<file path="config.mk">
export PLATFORM = sky130hd
export DESIGN_NAME = id_ex_stage
export DESIGN_NICKNAME = d
export VERILOG_FILES = /design/src/rtl/mips_pkg.sv /design/src/rtl/hazard_detect_unit.sv /design/src/rtl/id_ex_stage.sv
export SDC_FILE = /design/constraint.sdc
export NUM_CORES = 1
export LEC_CHECK = 0
export BUFFER_PORTS_ARGS = -buffer_cell sky130_fd_sc_hd__buf_2
export CORE_ASPECT_RATIO = 0.5
export CORE_UTILIZATION = 34
export CTS_CLUSTER_SIZE = 24
export DETAILED_ROUTE_END_ITERATION = 8
export PLACE_DENSITY_LB_ADDON = 0.3
export SLEW_MARGIN = 20
export SYNTH_ARGS = -nofsm -noshare
export SYNTH_HDL_FRONTEND = slang
export SYNTH_SLANG_ARGS = --single-unit
</file>
<file path="constraint.sdc">
create_clock -name clk -period 18.48 [get_ports clk]
set_input_delay 3.696 -clock clk [delete_from_list [all_inputs] [get_ports clk]]
set_output_delay 3.696 -clock clk [all_outputs]
set_load 0.01 [all_outputs]
</file>
<file path="src/rtl/mips_pkg.sv">
// Shared definitions for the 5-stage MIPS core: register indexing and the
// control-field encodings carried down the pipeline.
package mips_pkg;

  localparam int REG_W = 5;
  localparam logic [REG_W-1:0] ZERO_REG = 5'd0;

  typedef enum logic [1:0] {
    REGDST_RT = 2'b00,
    REGDST_RD = 2'b01,
    REGDST_RA = 2'b10
  } regDst_e;

  typedef enum logic [3:0] {
    ALU_ADD   = 4'd0,
    ALU_SUB   = 4'd1,
    ALU_AND   = 4'd2,
    ALU_OR    = 4'd3,
    ALU_XOR   = 4'd4,
    ALU_NOR   = 4'd5,
    ALU_SLT   = 4'd6,
    ALU_SLTU  = 4'd7,
    ALU_SLL   = 4'd8,
    ALU_SRL   = 4'd9,
    ALU_SRA   = 4'd10,
    ALU_LUI   = 4'd11,
    ALU_FUNCT = 4'd15
  } aluOp_e;

  // $zero is never a real producer, so it can never create a dependency.
  function automatic logic regMatch(input logic [REG_W-1:0] producer,
                                    input logic [REG_W-1:0] consumer);
    return (producer != ZERO_REG) && (producer == consumer);
  endfunction

endpackage

</file>
<file path="src/rtl/hazard_detect_unit.sv">
// Load-use hazard detection: a load in EX whose destination is read by the
// instruction in ID forces one stall cycle, unless that instruction is flushed.
module hazard_detect_unit
  import mips_pkg::*;
(
  input  logic             reset,
  input  logic             flush,
  input  logic             exMemRead,
  input  logic [REG_W-1:0] exRt,
  input  logic [REG_W-1:0] idRs,
  input  logic [REG_W-1:0] idRt,
  input  logic             idUsesRt,
  output logic             hazard,
  output logic             stall
);

  always_comb begin
    hazard = exMemRead & (regMatch(exRt, idRs) | (idUsesRt & regMatch(exRt, idRt)));
    stall  = hazard & ~flush & ~reset;
  end

endmodule

</file>
<file path="src/rtl/id_ex_stage.sv">
// ID/EX pipeline register. Loads the decoded instruction every cycle, or a
// bubble on flush / load-use hazard, and counts load-use stall cycles.
module id_ex_stage
  import mips_pkg::*;
#(
  parameter int DATA_WIDTH = 32,
  parameter int CNT_WIDTH  = 16
) (
  input  logic                  clk,
  input  logic                  reset,
  input  logic                  Flush,
  input  logic [4:0]            ID_Rs,
  input  logic [4:0]            ID_Rt,
  input  logic [4:0]            ID_Rd,
  input  logic                  ID_UsesRt,
  input  logic [DATA_WIDTH-1:0] ID_ReadData1,
  input  logic [DATA_WIDTH-1:0] ID_ReadData2,
  input  logic [DATA_WIDTH-1:0] ID_Imm,
  input  logic [DATA_WIDTH-1:0] ID_PC4,
  input  logic [4:0]            ID_Shamt,
  input  logic                  ID_RegWrite,
  input  logic                  ID_MemRead,
  input  logic                  ID_MemWrite,
  input  logic                  ID_MemtoReg,
  input  logic                  ID_ALUSrc,
  input  logic [1:0]            ID_RegDst,
  input  logic [3:0]            ID_ALUOp,
  output logic [4:0]            EX_Rs,
  output logic [4:0]            EX_Rt,
  output logic [4:0]            EX_Rd,
  output logic [DATA_WIDTH-1:0] EX_ReadData1,
  output logic [DATA_WIDTH-1:0] EX_ReadData2,
  output logic [DATA_WIDTH-1:0] EX_Imm,
  output logic [DATA_WIDTH-1:0] EX_PC4,
  output logic [4:0]            EX_Shamt,
  output logic                  EX_RegWrite,
  output logic                  EX_MemRead,
  output logic                  EX_MemWrite,
  output logic                  EX_MemtoReg,
  output logic                  EX_ALUSrc,
  output logic [1:0]            EX_RegDst,
  output logic [3:0]            EX_ALUOp,
  output logic                  EX_Valid,
  output logic                  Stall,
  output logic [CNT_WIDTH-1:0]  StallCount
);

  logic hazard;
  logic bubble;

  hazard_detect_unit uHazard (
    .reset     (reset),
    .flush     (Flush),
    .exMemRead (EX_MemRead),
    .exRt      (EX_Rt),
    .idRs      (ID_Rs),
    .idRt      (ID_Rt),
    .idUsesRt  (ID_UsesRt),
    .hazard    (hazard),
    .stall     (Stall)
  );

  assign bubble = Flush | hazard;

  // ID -> EX boundary: data always follows ID; control and specifiers are
  // zeroed on a bubble so nothing downstream, including forwarding, reacts.
  always_ff @(posedge clk or posedge reset) begin
    if (reset) begin
      EX_ReadData1 <= '0;
      EX_ReadData2 <= '0;
      EX_Imm       <= '0;
      EX_PC4       <= '0;
      EX_Shamt     <= '0;
      EX_Rs        <= ZERO_REG;
      EX_Rt        <= ZERO_REG;
      EX_Rd        <= ZERO_REG;
      EX_RegWrite  <= 1'b0;
      EX_MemRead   <= 1'b0;
      EX_MemWrite  <= 1'b0;
      EX_MemtoReg  <= 1'b0;
      EX_ALUSrc    <= 1'b0;
      EX_RegDst    <= REGDST_RT;
      EX_ALUOp     <= ALU_ADD;
      EX_Valid     <= 1'b0;
    end else begin
      EX_ReadData1 <= ID_ReadData1;
      EX_ReadData2 <= ID_ReadData2;
      EX_Imm       <= ID_Imm;
      EX_PC4       <= ID_PC4;
      EX_Shamt     <= ID_Shamt;
      if (bubble) begin
        EX_Rs       <= ZERO_REG;
        EX_Rt       <= ZERO_REG;
        EX_Rd       <= ZERO_REG;
        EX_RegWrite <= 1'b0;
        EX_MemRead  <= 1'b0;
        EX_MemWrite <= 1'b0;
        EX_MemtoReg <= 1'b0;
        EX_ALUSrc   <= 1'b0;
        EX_RegDst   <= REGDST_RT;
        EX_ALUOp    <= ALU_ADD;
        EX_Valid    <= 1'b0;
      end else begin
        EX_Rs       <= ID_Rs;
        EX_Rt       <= ID_Rt;
        EX_Rd       <= ID_Rd;
        EX_RegWrite <= ID_RegWrite;
        EX_MemRead  <= ID_MemRead;
        EX_MemWrite <= ID_MemWrite;
        EX_MemtoReg <= ID_MemtoReg;
        EX_ALUSrc   <= ID_ALUSrc;
        EX_RegDst   <= ID_RegDst;
        EX_ALUOp    <= ID_ALUOp;
        EX_Valid    <= 1'b1;
      end
    end
  end

  // Debug counter saturates instead of wrapping.
  always_ff @(posedge clk or posedge reset) begin
    if (reset) begin
      StallCount <= '0;
    end else if (Stall && (StallCount != '1)) begin
      StallCount <= StallCount + CNT_WIDTH'(1);
    end
  end

endmodule

</file>
==> results.md <==
* Total vias in the final route at 3,525
* Clock latency on the worst-skew pair at approximately 0.41 ns
* Clk_skew at about 0.0095 ns
* CTS Buf Count at 17
* Crit-path slowest cell: o22ai_2
* Initial antenna violation count at 0
* Layout Utilization at a little over half
* Switching Fraction at 24.9%
* Reg2Reg Launch Point: EX_Rt[2]
* Post-DR wirelength/cell at between 15 and 20 microns
* Sequential cell area fraction in the yosys report at between 80% and 90%
* Pleak at between 4 and 5 nW
* Multi-input combinational cell area at 716 sq um
* Async SR Flop Fraction at 100%
* Net Switching at ~200 uW
* Share of cells above drive strength 1 at 57.6%
* Diode count at 0
* Syn Area/Cell at around 18 sq um
* Worst R2R Setup Slack at approximately 16 ns
* Root Buffer: clkbuf_16
* Max Fclk at 0.115 GHz
* Dpl hpwl at approximately 10,000 microns
* Gr ovfl total at 0
* GP Congestion at approximately 0.79
* Worst-margin pin slew at around 0.94 ns
* CP bufs+invs at 2
* TNS Setup at 0 ns
* Commonest cells post-synth: dfrtp_1 (176), and2_1 (27), xnor2_1 (23), nand3_1 (10), nand4_1 (10)
* Pre-Repair DR Iteration Count at 4
* Largest net degree at the start of global routing at 105
* Syn_nets at 449
* CTS tree: yes
* Max-cap violations at 0
* Period minus WS final at 8.73 ns
* Initial Util at 35.3%
* Post-synth EDFFs at 0
* Synth area leaders: dfrtp_1 (85%), xnor2_1 (3.9%), and2_1 (3.3%)
* FP Rows at 31
* Post-synth top area share at between 80% and 90%
* Final Hold Violating Endpoints at 0
* Mapped Cells at approximately 290
* RSZ-0062 raised after global routing: false
* DIE WIDTH at approximately 180 microns
* R2R depth at 4
* Nets@finish at 804
* Num ports at 340
* Max rail drop VDD at 62.6 uV
* Worst path cell trace: buf_2, xnor2_1, nand4_1, o22ai_2, and2_1, buf_2
* Pint at slightly above 600 uW
* H-tree Lvls at 4
* Final cycle utilization of the critical path at 47.2%
* Max Slew Vio Count at 0
* Slew Limit Headroom at between 30% and 40%
* Ys Warns at 0
* Most used cell, CP: buf_2
* Count leader, synth: dfrtp_1
* # clock sinks at about 180
* Storage element area at around 4400 sq um
* Hold WC Path Type: flip-flop to flip-flop
* Synthesized area at a little over 5000 sq um
* Syn-to-layout area delta at 48.3%
* FILL cells at around 1,300
* Die Span Y at 89.1 microns
* DR iter-0 viols at 132
* Clock share of power at about two fifths
* Die Area at about 16,000 sq um
* Vias/cell at ~4.1
* Kind of end point of the critical path: output pin
* PwrDens at between 100 and 150 nW/um^2
* Clk slew on worst S/H paths at 0.07 ns
* First-pass GRT wire length at 19,700 microns
* Delay-heaviest family, CP: compound AO/OA/AOI/OAI gates
* Total GRT Usage at between 10% and 20%
* Sequential Power Share at 50.3%
* Area leader, netlist: dfrtp_1
* Crit path arrival time at around 5.0 ns
* Vias in the first global route at 3,451
* Ys flop type: dfrtp_1
* Core Area at roughly 15,000 sq um
* CP Launch Point: ID_Rt[1]
* Critical path depth in cells at 6
* CTS Hold Bufs at 0
* Worst setup path end: Stall
* Worst hold path cell count at 1
* DRT antenna net count at 0
* Post-CTS Setup Bufs at 0
* Drc violations at 0
* Required time of the critical path at 14.78 ns
* Crit-path max FO at 16
* Worst flop-to-flop path endpoint: EX_Rs[3]
* Post-synthesis register bit count at about 180
* CP Launch Type: primary input
* CTS Buffer Depth at 2
* Post-synth cell types at 25
* Status: finished clean
* Final WL at 13,700 microns
* Crit path kind: primary input to output pin
* Delay of the slowest critical-path stage at 0.52 ns
* Resize count post-CTS at 0
* Comb pwr share at under 10%
* IO buf count at about 340
* Final setup viols at 0
## logic make-up after synthesis
logic type,Yosys count,synth area share [%]
flops,176,85.4
simple gates,69,7.79
xor+xnor,23,3.91
compound gates,8,1.29
buf+inv,5,0.679
mux,3,0.655
fa+ha+maj,1,0.243
## worst min-delay path by stage
| stage | start | to | slack (ns) |
|---|---|---|---|
| floorplan | StallCount[6] | StallCount[6] | 0.52 |
| global placement | StallCount[15] | StallCount[15] | 0.49 |
| detailed placement | StallCount[6] | StallCount[6] | 0.49 |
| CTS | StallCount[15] | StallCount[15] | 0.50 |
| global route | StallCount[6] | StallCount[6] | 0.54 |
| finish | StallCount[15] | StallCount[15] | 0.50 |
## stage by stage
stage / power [mW] / hold WS [ns] / area, sq um / setup slack, ns / instances
6_report: 0.815 / 0.503 / 7640 / 9.75 / 851
5_1_grt: 0.847 / 0.537 / 7640 / 9.63 / 851
4_1_cts: 0.826 / 0.504 / 7640 / 9.76 / 851
3_5_place_dp: 0.481 / 0.493 / 7080 / 9.76 / 819
3_3_place_gp: 0.480 / 0.488 / 7080 / 9.79 / 819
2_1_floorplan: 0.440 / 0.519 / 5150 / 10.01 / 285
## layout by cell type (no fill, tap or decap)
cell / netlist / layout
inv_8: 0 / 5
nand2_1: 6 / 6
mux2_1: 3 / 3
ha_1: 1 / 1
xnor2_1: 23 / 23
dfrtp_1: 176 / 176
o21a_1: 1 / 1
a21oi_2: 1 / 1
a21oi_1: 1 / 1
and4_1: 2 / 2
o22ai_2: 1 / 1
and2_1: 27 / 27
o22ai_1: 1 / 1
nor2_1: 2 / 2
and3_1: 8 / 8
clkinvlp_4: 0 / 1
buf_2: 1 / 339
nand4_1: 10 / 10
or4_1: 1 / 1
clkinv_4: 0 / 2
a21oi_4: 1 / 1
buf_4: 0 / 1
o21ai_1: 1 / 1
clkinv_2: 0 / 1
nand3_1: 10 / 10
clkbuf_16: 0 / 17
o21ai_0: 1 / 1
nor3_1: 3 / 3
inv_6: 0 / 7
## flip-flops by register name (all words and copies together), names as in the netlist, 2 cells and up
name and count:
EX_Imm 32, EX_PC4 32, EX_ReadData1 32, EX_ReadData2 32, StallCount 16, EX_Rd 5
EX_Rs 5, EX_Rt 5, EX_Shamt 5, EX_ALUOp 4, EX_RegDst 2
## worst reg2reg max path, cell delays in order (launching register included)
cell and delay (ns):
dfrtp_1 0.44, or4_1 0.58, o21a_1 0.28, a21oi_4 0.49
and2_1 0.25
## layout make-up
type	instances	area share, %
Clock buffer	17	5.56
Timing Repair Buffer	340	22.3
Tap cell	198	3.24
Sequential cell	176	57.6
Clock inverter	15	1.82
Inverter	1	0.115
Multi-Input combinational cell	104	9.36
## power by group through the flow
stage | Clock (mW) | Sequential (mW) | Combinational [mW]
floorplan | 0 | 0.427 | 0.0129
global placement | 0 | 0.416 | 0.0634
detailed placement | 0 | 0.417 | 0.0644
CTS | 0.352 | 0.409 | 0.0648
global route | 0.367 | 0.411 | 0.0696
finish | 0.342 | 0.409 | 0.0630
## per-layer routing
layer	GRT usage (%)	up-vias	routed length [microns]	share of wire [%]
li1	-	1647	-	-
met1	22.5	1758	5770	42
met2	28.8	107	7170	52
met3	2.93	13	604	4.4
met4	5.45	0	150	1.1
met5	0	-	0	0
No activity file was read; power rests on OpenSTA's default activity.
